`src/rtl/ysyx_22041211_ifu_pkg.sv`:
```
// Shared types and RV32I decode constants for the ysyx_22041211 prefetching IFU.
// rv_illegal() is only instantiated when YSYX_22041211_IFU_ILLEGAL_CHK_EN is defined.
package ysyx_22041211_ifu_pkg;

    typedef enum logic [1:0] {
        ST_BOOT = 2'd0,
        ST_RUN  = 2'd1,
        ST_HALT = 2'd2
    } ifu_state_e;

    localparam logic [6:0] OPC_LUI    = 7'b0110111;
    localparam logic [6:0] OPC_AUIPC  = 7'b0010111;
    localparam logic [6:0] OPC_JAL    = 7'b1101111;
    localparam logic [6:0] OPC_JALR   = 7'b1100111;
    localparam logic [6:0] OPC_BRANCH = 7'b1100011;
    localparam logic [6:0] OPC_LOAD   = 7'b0000011;
    localparam logic [6:0] OPC_STORE  = 7'b0100011;
    localparam logic [6:0] OPC_OPIMM  = 7'b0010011;
    localparam logic [6:0] OPC_OP     = 7'b0110011;
    localparam logic [6:0] OPC_SYSTEM = 7'b1110011;

    localparam logic [2:0] F3_B     = 3'b000;
    localparam logic [2:0] F3_H     = 3'b001;
    localparam logic [2:0] F3_W     = 3'b010;
    localparam logic [2:0] F3_BU    = 3'b100;
    localparam logic [2:0] F3_HU    = 3'b101;
    localparam logic [2:0] F3_SLL   = 3'b001;
    localparam logic [2:0] F3_SR    = 3'b101;
    localparam logic [2:0] F3_ADD   = 3'b000;
    localparam logic [2:0] F3_CSRRW = 3'b001;
    localparam logic [2:0] F3_CSRRS = 3'b010;

    localparam logic [6:0]  F7_BASE = 7'b0000000;
    localparam logic [6:0]  F7_ALT  = 7'b0100000;
    localparam logic [31:0] W_ECALL  = 32'h0000_0073;
    localparam logic [31:0] W_EBREAK = 32'h0010_0073;
    localparam logic [31:0] W_MRET   = 32'h3020_0073;

    // Returns 1 when the word falls outside the subset the core executes.
    function automatic logic rv_illegal(input logic [31:0] w);
        logic [6:0] opc;
        logic [2:0] f3;
        logic [6:0] f7;
        logic       legal;
        opc   = w[6:0];
        f3    = w[14:12];
        f7    = w[31:25];
        legal = 1'b0;
        case (opc)
            OPC_LUI, OPC_AUIPC, OPC_JAL: legal = 1'b1;
            OPC_JALR:   legal = (f3 == 3'b000);
            OPC_BRANCH: legal = (f3 != 3'b010) && (f3 != 3'b011);
            OPC_LOAD:   legal = (f3 == F3_B) || (f3 == F3_H) || (f3 == F3_W) ||
                                (f3 == F3_BU) || (f3 == F3_HU);
            OPC_STORE:  legal = (f3 == F3_B) || (f3 == F3_H) || (f3 == F3_W);
            OPC_OPIMM: begin
                if (f3 == F3_SLL)     legal = (f7 == F7_BASE);
                else if (f3 == F3_SR) legal = (f7 == F7_BASE) || (f7 == F7_ALT);
                else                  legal = 1'b1;
            end
            OPC_OP:     legal = (f7 == F7_BASE) ||
                                ((f7 == F7_ALT) && ((f3 == F3_ADD) || (f3 == F3_SR)));
            OPC_SYSTEM: legal = (f3 == F3_CSRRW) || (f3 == F3_CSRRS) ||
                                (w == W_ECALL) || (w == W_EBREAK) || (w == W_MRET);
            default:    legal = 1'b0;
        endcase
        return ~legal;
    endfunction

endpackage

```
`src/rtl/ysyx_22041211_ifu_fifo.sv`:
```
// Synchronous FIFO with flush for prefetched entries; storage resets to RST_VAL
// so the head fields show a defined value before the first enqueue.
module ysyx_22041211_ifu_fifo #(
    parameter int            W       = 8,
    parameter int            DEPTH   = 4,
    parameter logic [W-1:0]  RST_VAL = '0
) (
    input  logic                      clk,
    input  logic                      rst,
    input  logic                      flush_i,
    input  logic                      push_i,
    input  logic [W-1:0]              din_i,
    input  logic                      pop_i,
    output logic [W-1:0]              dout_o,
    output logic [$clog2(DEPTH):0]    count_o,
    output logic                      full_o,
    output logic                      empty_o
);
    localparam int AW = $clog2(DEPTH);

    logic [W-1:0]  mem_q [DEPTH];
    logic [W-1:0]  mem_d [DEPTH];
    logic [AW-1:0] wr_ptr_q, wr_ptr_d;
    logic [AW-1:0] rd_ptr_q, rd_ptr_d;
    logic [AW:0]   count_q, count_d;
    logic          do_push, do_pop;

    assign full_o  = (count_q == (AW+1)'(DEPTH));
    assign empty_o = (count_q == '0);
    assign count_o = count_q;
    assign dout_o  = mem_q[rd_ptr_q];

    // Push while full is accepted only together with a pop.
    assign do_push = push_i & (~full_o | pop_i);
    assign do_pop  = pop_i & ~empty_o;

    always_comb begin
        mem_d    = mem_q;
        wr_ptr_d = wr_ptr_q;
        rd_ptr_d = rd_ptr_q;
        count_d  = count_q;
        if (flush_i) begin
            wr_ptr_d = '0;
            rd_ptr_d = '0;
            count_d  = '0;
        end else begin
            if (do_push) begin
                mem_d[wr_ptr_q] = din_i;
                wr_ptr_d        = wr_ptr_q + AW'(1);
            end
            if (do_pop) begin
                rd_ptr_d = rd_ptr_q + AW'(1);
            end
            count_d = count_q + (AW+1)'(do_push) - (AW+1)'(do_pop);
        end
    end

    always_ff @(posedge clk) begin
        if (rst) begin
            for (int i = 0; i < DEPTH; i++) begin
                mem_q[i] <= RST_VAL;
            end
            wr_ptr_q <= '0;
            rd_ptr_q <= '0;
            count_q  <= '0;
        end else begin
            mem_q    <= mem_d;
            wr_ptr_q <= wr_ptr_d;
            rd_ptr_q <= rd_ptr_d;
            count_q  <= count_d;
        end
    end

endmodule

```
`src/rtl/ysyx_22041211_ifu_pf.sv`:
```
// Prefetching IFU: pipelined in-order word fetches into a small queue feeding the IDU.
// Define YSYX_22041211_IFU_ILLEGAL_CHK_EN to decode each word for inst_illegal_o.
module ysyx_22041211_ifu_pf
    import ysyx_22041211_ifu_pkg::*;
#(
    parameter int                    ADDR_WIDTH = 32,
    parameter int                    DATA_WIDTH = 32,
    parameter int                    FIFO_DEPTH = 4,
    parameter logic [ADDR_WIDTH-1:0] RESET_PC   = 32'h8000_0000
) (
    input  logic                  clk,
    input  logic                  rst,
    input  logic                  redirect_valid_i,
    input  logic [ADDR_WIDTH-1:0] redirect_pc_i,
    output logic                  mem_req_valid_o,
    input  logic                  mem_req_ready_i,
    output logic [ADDR_WIDTH-1:0] mem_req_addr_o,
    input  logic                  mem_resp_valid_i,
    input  logic [DATA_WIDTH-1:0] mem_resp_data_i,
    input  logic                  mem_resp_err_i,
    output logic                  inst_valid_o,
    input  logic                  inst_ready_i,
    output logic [DATA_WIDTH-1:0] inst_o,
    output logic [ADDR_WIDTH-1:0] pc_o,
    output logic                  inst_fault_o,
    output logic                  inst_illegal_o
);
    localparam int CW = $clog2(FIFO_DEPTH) + 1;
    localparam int EW = ADDR_WIDTH + DATA_WIDTH + 2;

    // Handshakes: a transfer happens in any cycle where valid and ready are both high;
    // valid never waits on ready, and a redirect cycle voids the IDU-side transfer.
    ifu_state_e            state_q, state_d;
    logic [ADDR_WIDTH-1:0] fpc_q, fpc_d;
    logic [ADDR_WIDTH-1:0] resp_pc_q, resp_pc_d;
    logic [CW-1:0]         outst_q, outst_d;
    logic [CW-1:0]         drop_q, drop_d;

    logic [CW-1:0]         fifo_count;
    logic                  fifo_full, fifo_empty;
    logic [EW-1:0]         enq_entry, head_entry;
    logic [CW:0]           inflight;
    logic                  credit_ok, req_fire, enq, deq, enq_illegal;
    logic [ADDR_WIDTH-1:0] redirect_pc_aligned;

    assign redirect_pc_aligned = redirect_pc_i & ~ADDR_WIDTH'(3);

    // Responses still owed to the memory (including ones to be dropped) consume credit.
    assign inflight  = {1'b0, outst_q} + {1'b0, fifo_count};
    assign credit_ok = ~fifo_full & (inflight < (CW+1)'(FIFO_DEPTH));

    assign mem_req_valid_o = (state_q == ST_RUN) & ~redirect_valid_i & credit_ok;
    assign mem_req_addr_o  = fpc_q;
    assign req_fire        = mem_req_valid_o & mem_req_ready_i;

    assign enq = mem_resp_valid_i & ~redirect_valid_i & (drop_q == '0);
    assign deq = inst_valid_o & inst_ready_i;

`ifdef YSYX_22041211_IFU_ILLEGAL_CHK_EN
    assign enq_illegal = ~mem_resp_err_i & rv_illegal(mem_resp_data_i[31:0]);
`else
    assign enq_illegal = 1'b0;
`endif

    assign enq_entry = {resp_pc_q,
                        mem_resp_err_i ? {DATA_WIDTH{1'b0}} : mem_resp_data_i,
                        mem_resp_err_i,
                        enq_illegal};

    always_comb begin
        state_d = state_q;
        case (state_q)
            ST_BOOT: state_d = ST_RUN;
            ST_RUN:  if (enq && mem_resp_err_i) state_d = ST_HALT;
            ST_HALT: if (redirect_valid_i) state_d = ST_RUN;
            default: state_d = ST_BOOT;
        endcase
    end

    always_comb begin
        fpc_d     = fpc_q;
        resp_pc_d = resp_pc_q;
        outst_d   = outst_q + CW'(req_fire) - CW'(mem_resp_valid_i);
        drop_d    = drop_q;
        if (redirect_valid_i) begin
            fpc_d     = redirect_pc_aligned;
            resp_pc_d = redirect_pc_aligned;
            drop_d    = outst_q - CW'(mem_resp_valid_i);
        end else begin
            if (req_fire) fpc_d = fpc_q + ADDR_WIDTH'(4);
            if (enq) resp_pc_d = resp_pc_q + ADDR_WIDTH'(4);
            if (mem_resp_valid_i && drop_q != '0) drop_d = drop_q - CW'(1);
        end
    end

    always_ff @(posedge clk) begin
        if (rst) begin
            state_q   <= ST_BOOT;
            fpc_q     <= RESET_PC;
            resp_pc_q <= RESET_PC;
            outst_q   <= '0;
            drop_q    <= '0;
        end else begin
            state_q   <= state_d;
            fpc_q     <= fpc_d;
            resp_pc_q <= resp_pc_d;
            outst_q   <= outst_d;
            drop_q    <= drop_d;
        end
    end

    ysyx_22041211_ifu_fifo #(
        .W       (EW),
        .DEPTH   (FIFO_DEPTH),
        .RST_VAL ({RESET_PC, {DATA_WIDTH{1'b0}}, 2'b00})
    ) u_fifo (
        .clk     (clk),
        .rst     (rst),
        .flush_i (redirect_valid_i),
        .push_i  (enq),
        .din_i   (enq_entry),
        .pop_i   (deq),
        .dout_o  (head_entry),
        .count_o (fifo_count),
        .full_o  (fifo_full),
        .empty_o (fifo_empty)
    );

    assign inst_valid_o = ~fifo_empty;
    assign {pc_o, inst_o, inst_fault_o, inst_illegal_o} = head_entry;

endmodule

```
`config.mk`:
```
export PLATFORM = sky130hd
export DESIGN_NAME = ysyx_22041211_ifu_pf
export DESIGN_NICKNAME = d
export VERILOG_FILES = /design/src/rtl/ysyx_22041211_ifu_pkg.sv /design/src/rtl/ysyx_22041211_ifu_fifo.sv /design/src/rtl/ysyx_22041211_ifu_pf.sv
export SDC_FILE = /design/constraint.sdc
export NUM_CORES = 1
export LEC_CHECK = 0
export BUFFER_PORTS_ARGS = -buffer_cell sky130_fd_sc_hd__buf_4
export CAP_MARGIN = 20
export CORE_MARGIN = 5
export CORE_UTILIZATION = 60
export DETAILED_ROUTE_END_ITERATION = 10
export PLACE_DENSITY_LB_ADDON = 0.08
export SLEW_MARGIN = 20
export SYNTH_ARGS = -nofsm -noshare
export SYNTH_HDL_FRONTEND = slang
export SYNTH_HIERARCHICAL = 1
export SYNTH_SLANG_ARGS = --single-unit
```
`constraint.sdc`:
```
create_clock -name clk -period 3.9 [get_ports clk]
set_clock_uncertainty 0.2 [all_clocks]
set_input_delay 0.78 -clock clk [delete_from_list [all_inputs] [get_ports clk]]
set_output_delay 0.78 -clock clk [all_outputs]
set_load 0.03 [all_outputs]
```
# == After elaboration in Yosys (flattened, before gate mapping) ==
# Index checks and enable logic that the tools add are counted.
# Widths: inputs -> output; s select.
# op_classes
n_reduce_logical,13
n_lt_le_gt_ge,4
n_mux,16
bitwise_logic,15
n_addsub,11
eq_ne,5
# ops
cell,n
$bwmux 264,1
$mux 66,3
$mux 32,5
$bmux 66 s2,1
$demux 66 s2,1
$add 32x3->32 const B,2
$and 1x1->1,9
$sub 3x1->3,3
$add 3x1->3,2
$ge 3x3->1 const B,2
$logic_not 3->1,2
$mux 3,2
$not 2->3,2
$pmux 2 s3,1
$reduce_bool 2->1,3
$add 2x1->2 const B,2
$add 3x3->4,1
$lt 4x3->1 const B,1
$mux 2,2
$reduce_and 2->1,2
$eq 3x3->1 const B,1
$logic_and 1x1->1,3
$lt 3x1->1 const B,1
$not 1->1,3
other kinds (9),9
# word_totals
out_inout_bits,100
register_bits,343

# == Depth between registers and ports, before layout ==
# depth
depth_word,7
ltp_mapped,13
depth_no_buf,13

# == Hierarchy ==
# The synthesis kept the hierarchy.
# modules_own_cells
mod,area_per_inst_um2,cells_each,n_inst,seq_area_each_um2
ysyx_22041211_ifu_fifo,12454.4,1056,1,5425.2
ysyx_22041211_ifu_pf,4078.9,509,1,1361.3

# == Least setup slack after synthesis ==
# OpenSTA, ideal clock, no wires.
# synth_timing
path_type,input to register
startpoint,input inst_ready_i
endpoint,register u_fifo.count_q[2] (netlist: u_fifo/count_o[2])
path_buffers,1
setup_ps,115
required_ps,3585
setup_slack_ps,718
t_arrival_ps,2868
path_stages,12
cell_sequence,nor2b_1 -> or4b_1 -> buf_6 -> nand2_1 -> ha_1 -> inv_1 -> ha_1 -> inv_1 -> fa_1 -> xnor2_1 -> xnor2_1 -> and2_1
# synth_via
elab_chain_cells,5
elab_cells_between_ends,6
classes_between,add/sub: 2; bitwise: 4
# synth_rtl
item,line_no,source
start: declaration,ysyx_22041211_ifu_pf.sv:22,"input logic inst_ready_i,"
$and 1x1->1 (*),ysyx_22041211_ifu_pf.sv:57,assign deq = inst_valid_o & inst_ready_i;
$or 1x1->1,ysyx_22041211_ifu_fifo.sv:34,assign do_push = push_i & (~full_o | pop_i);
$and 1x1->1,ysyx_22041211_ifu_fifo.sv:34,
$add 3x1->3,ysyx_22041211_ifu_fifo.sv:54,count_d = count_q + (AW+1)'(do_push) - (AW+1)'(do_pop);
$sub 3x1->3 (*),ysyx_22041211_ifu_fifo.sv:54,
end signal: assignment,ysyx_22041211_ifu_fifo.sv:70,count_q <= count_d;
end: declaration,ysyx_22041211_ifu_fifo.sv:25,"logic [AW:0] count_q, count_d;"
# Every way passes the cells marked *; elsewhere a longest branch is shown, timed or not.
# A chain may end at the register's enable or synchronous reset.

# == Final worst setup path ==
# layout_timing
startpoint,register u_fifo.count_q[1] (netlist: u_fifo/count_o[1])
endpoint,output mem_req_valid_o
# layout_via
elab_chain_cells,4
elab_cells_between_ends,6
classes_between,add/sub: 1; order compare: 1; eq/ne: 1; bitwise: 3
# layout_rtl
item,line_no,source
$add 3x3->4 or $eq 3x3->1 (tied branches),"ysyx_22041211_ifu_pf.sv:49, ysyx_22041211_ifu_fifo.sv:28",
$lt 4x3->1 or $not 1->1 (tied branches),ysyx_22041211_ifu_pf.sv:50,assign credit_ok = ~fifo_full & (inflight < (CW+1)'(FIFO_DEPTH));
$and 1x1->1 (*),ysyx_22041211_ifu_pf.sv:50,
$and 1x1->1 (*),ysyx_22041211_ifu_pf.sv:52,assign mem_req_valid_o = (state_q == ST_RUN) & ~redirect_valid_i & credit_ok;
end: declaration,ysyx_22041211_ifu_pf.sv:15,"output logic mem_req_valid_o,"
# Marks and branches as above.

==> results.py <==
metrics = {
    "power_and_ir_drop": {
        "power_density_mw_per_mm2": 410.2,
        "ir_worst_vdd_mv": 0.2799,
        "p_leak_nw": 8.116,
        "total_power_mw": 7.825,
    },
    "global_routing": {
        "grt-ovfl-total": 0,
        "first_global_vias": 11912,
        "grtUsageTotal": 0.2376,
        "grt_antenna_before_repair": 0,
        "grt_pass1_wl_mm": 61.04,
        "grt_start_max_net_pins": 173,
    },
    "sta": {
        "finalMaxSlewViolations": 0,
        "rsz0062_at_grt": "no",
        "fin_crit_ps": 3327,
        "worst_pin_slew_ps": 908.6,
        "setup_ws_ps": 572.9,
        "fin_setup_tns_ps": 0,
        "relSlewSlack": 0.3943,
        "holdWs_ps": 268.1,
        "finalCritPeriodShare": 0.8531,
        "finalHoldViolations": 0,
        "finalSetupViolations": 0,
        "fmax_mhz": 300.6,
    },
    "clock_tree": {
        "ctsHoldBuffers": 0,
        "tritoncts": "yes",
        "clock_latency_ps": 520,
        "cts_inserted_buffers": 37,
        "cts_buffer_depth": 3,
        "cts_setup_buffers": 0,
        "htree_levels": 2,
        "cts_sinks": 339,
        "cts_resized": 0,
        "path_clk_slew_ps": 60,
        "cts-root-buf": "clkbuf_16",
    },
    "placement": {
        "preCtsSetupSlack_ps": 599.3,
        "postPlaceCellArea_mm2": 0.01785,
        "gp_congestion": 0.8271,
        "dp.cells": 1982,
        "place.port_buffers": 166,
        "place_hpwl_mm": 23.75,
    },
    "cells_and_area": {
        "instances_no_fill": 2046,
        "final_util": 0.7058,
        "final_cell_mix": "dfxtp_1 (337), nand2b_1 (326), mux2i_1 (268)",
        "fin_nets": 1769,
        "antenna_cells": 0,
        "nFillCells": 2104,
        "syn2layout_area_growth_pct": 15.38,
        "seq_area_mm2": 0.006794,
        "multi_input_area_mm2": 0.008966,
        "drive_gt1_frac": 0.1965,
        "fin_area_mm2": 0.01908,
        "layout_commonest_cell": "dfxtp_1",
    },
    "drt": {
        "viasPerCell": 5.689,
        "routedWlPerCell_um": 18.18,
        "wl_mm": 37.20,
        "first_iter_violations": 586,
        "vias": 11639,
        "drc": 0,
        "first_pass_iters": 5,
        "antenna_left": 0,
    },
    "die": {
        "die_w_um": 176,
        "die_y_um": 176,
        "rows": 60,
        "start_util": 0.6118,
        "core_mm2": 0.02703,
        "ioPinCount": 171,
        "die-area_mm2": 0.03098,
    },
    "setup_path": {
        "cp-start-kind": "register",
        "cp.required_ps": 2920,
        "crit_arrival_ps": 2350,
        "cp_max_fo": 7,
        "endpoint_kind": "output port",
        "worst-r2r-cell-count": 11,
        "path_class": "reg2out",
    },
    "synth": {
        "syn_area_mm2": 0.01653,
        "ys_seq_area_frac": 0.4105,
        "syn-instance-count": 1565,
        "synth_seq_cells": 339,
        "synth_flop_cell": "dfxtp_1",
        "avgSynthCellArea_um2": 10.56,
        "yosysWarningCount": 6,
        "ys_types": 57,
        "postSynth.asyncResetShare": 0,
        "synth_edf_count": 0,
    },
    "min_path": {
        "hold_class": "reg2reg",
        "holdPathStages": 2,
    },
    "job": {
        "maxCapViolations": 0,
    },
    "run_status": {
        "status": "complete, no violations",
    },
}
## cells in the mapped netlist (3+ instances only)
master | number | area, um2
a211oi_1 | 13 | 97.59
a21boi_0 | 19 | 142.6
a21oi_1 | 24 | 120.1
a31oi_1 | 18 | 112.6
and2_1 | 3 | 18.77
and3_1 | 8 | 50.05
and4_1 | 5 | 43.79
buf_1 | 10 | 37.54
buf_12 | 3 | 60.06
buf_2 | 13 | 65.06
buf_4 | 8 | 60.06
buf_6 | 19 | 214.0
clkbuf_1 | 66 | 247.7
dfxtp_1 | 339 | 6787
ha_1 | 16 | 200.2
inv_1 | 33 | 123.9
mux2i_1 | 268 | 2683
mux4_2 | 66 | 1486
nand2_1 | 54 | 202.7
nand2b_1 | 326 | 2039
nand3_1 | 18 | 90.09
nand3_2 | 4 | 40.04
nand3b_1 | 3 | 22.52
nand4_1 | 16 | 100.1
nor2_1 | 30 | 112.6
nor2b_1 | 37 | 231.5
nor3_1 | 19 | 95.09
nor4_1 | 11 | 68.82
o211ai_1 | 10 | 75.07
o21ai_0 | 4 | 20.02
o311ai_0 | 6 | 52.55
o31a_1 | 3 | 26.28
or2_2 | 4 | 25.02
or3_1 | 9 | 56.30
or4_1 | 9 | 67.56
xnor2_1 | 32 | 280.3
xor2_1 | 11 | 96.34
## worst max-delay path, cell delays in order (launching register included)
cell and delay (ps):
dfxtp_1 490, ha_1 300, a311oi_1 580, and3_1 300, buf_4 170
## layer usage
| metal | part of all wire | global-route usage | up-vias |
|---|---|---|---|
| met1 | 0.46 | 0.3235 | 5644 |
| met3 | 0.042 | 0.03533 | 61 |
| met2 | 0.47 | 0.3973 | 261 |
| li1 | - | - | 5673 |
| met4 | 0.025 | 0.06758 | 0 |
| met5 | 0 | 0 | - |
## report_power, final
| part | internal [mW] | switching [mW] |
|---|---|---|
| Combinational | 0.306 | 0.373 |
| Clock | 2.14 | 1.39 |
| Sequential | 3.54 | 0.0848 |
| Total | 5.98 | 1.85 |
## path summary, 6_finish.rpt
path | from | to | slack, ps
worst min-delay path | u_fifo/mem_q[164] | u_fifo/mem_q[164] | 270
worst max-delay path | u_fifo/count_o[1] | mem_req_valid_o | 570
worst max register to register | u_fifo/count_o[1] | outst_q[2] | 600
worst min register to register | u_fifo/mem_q[164] | u_fifo/mem_q[164] | 270
## cell families after synthesis
group | Yosys count | share of synthesized area
simple gates | 569 | 0.2067
flops | 339 | 0.4105
mux | 334 | 0.2522
buf+inv | 154 | 0.04934
compound gates | 107 | 0.04374
xor+xnor | 43 | 0.02278
fa+ha+maj | 18 | 0.01453
other cells | 1 | 0.0002268
## area by class of cell
type | count | share of cell area
timing repair buffer | 191 | 0.08009
inverter | 35 | 0.006887
clock buffer | 51 | 0.05667
tap | 341 | 0.02237
clock inverter | 13 | 0.007805
sequential | 339 | 0.3562
multi-input combinational | 1076 | 0.4700
## sequential cells by signal, summed over array words and instances, names as in the netlist, 3 cells and up
signal	count
u_fifo/mem_q	264
resp_pc_q	30
u_fifo/count_o	3
outst_q	3
drop_q	3
mem_req_addr_o	30
No activity file was read; power rests on OpenSTA's default activity.
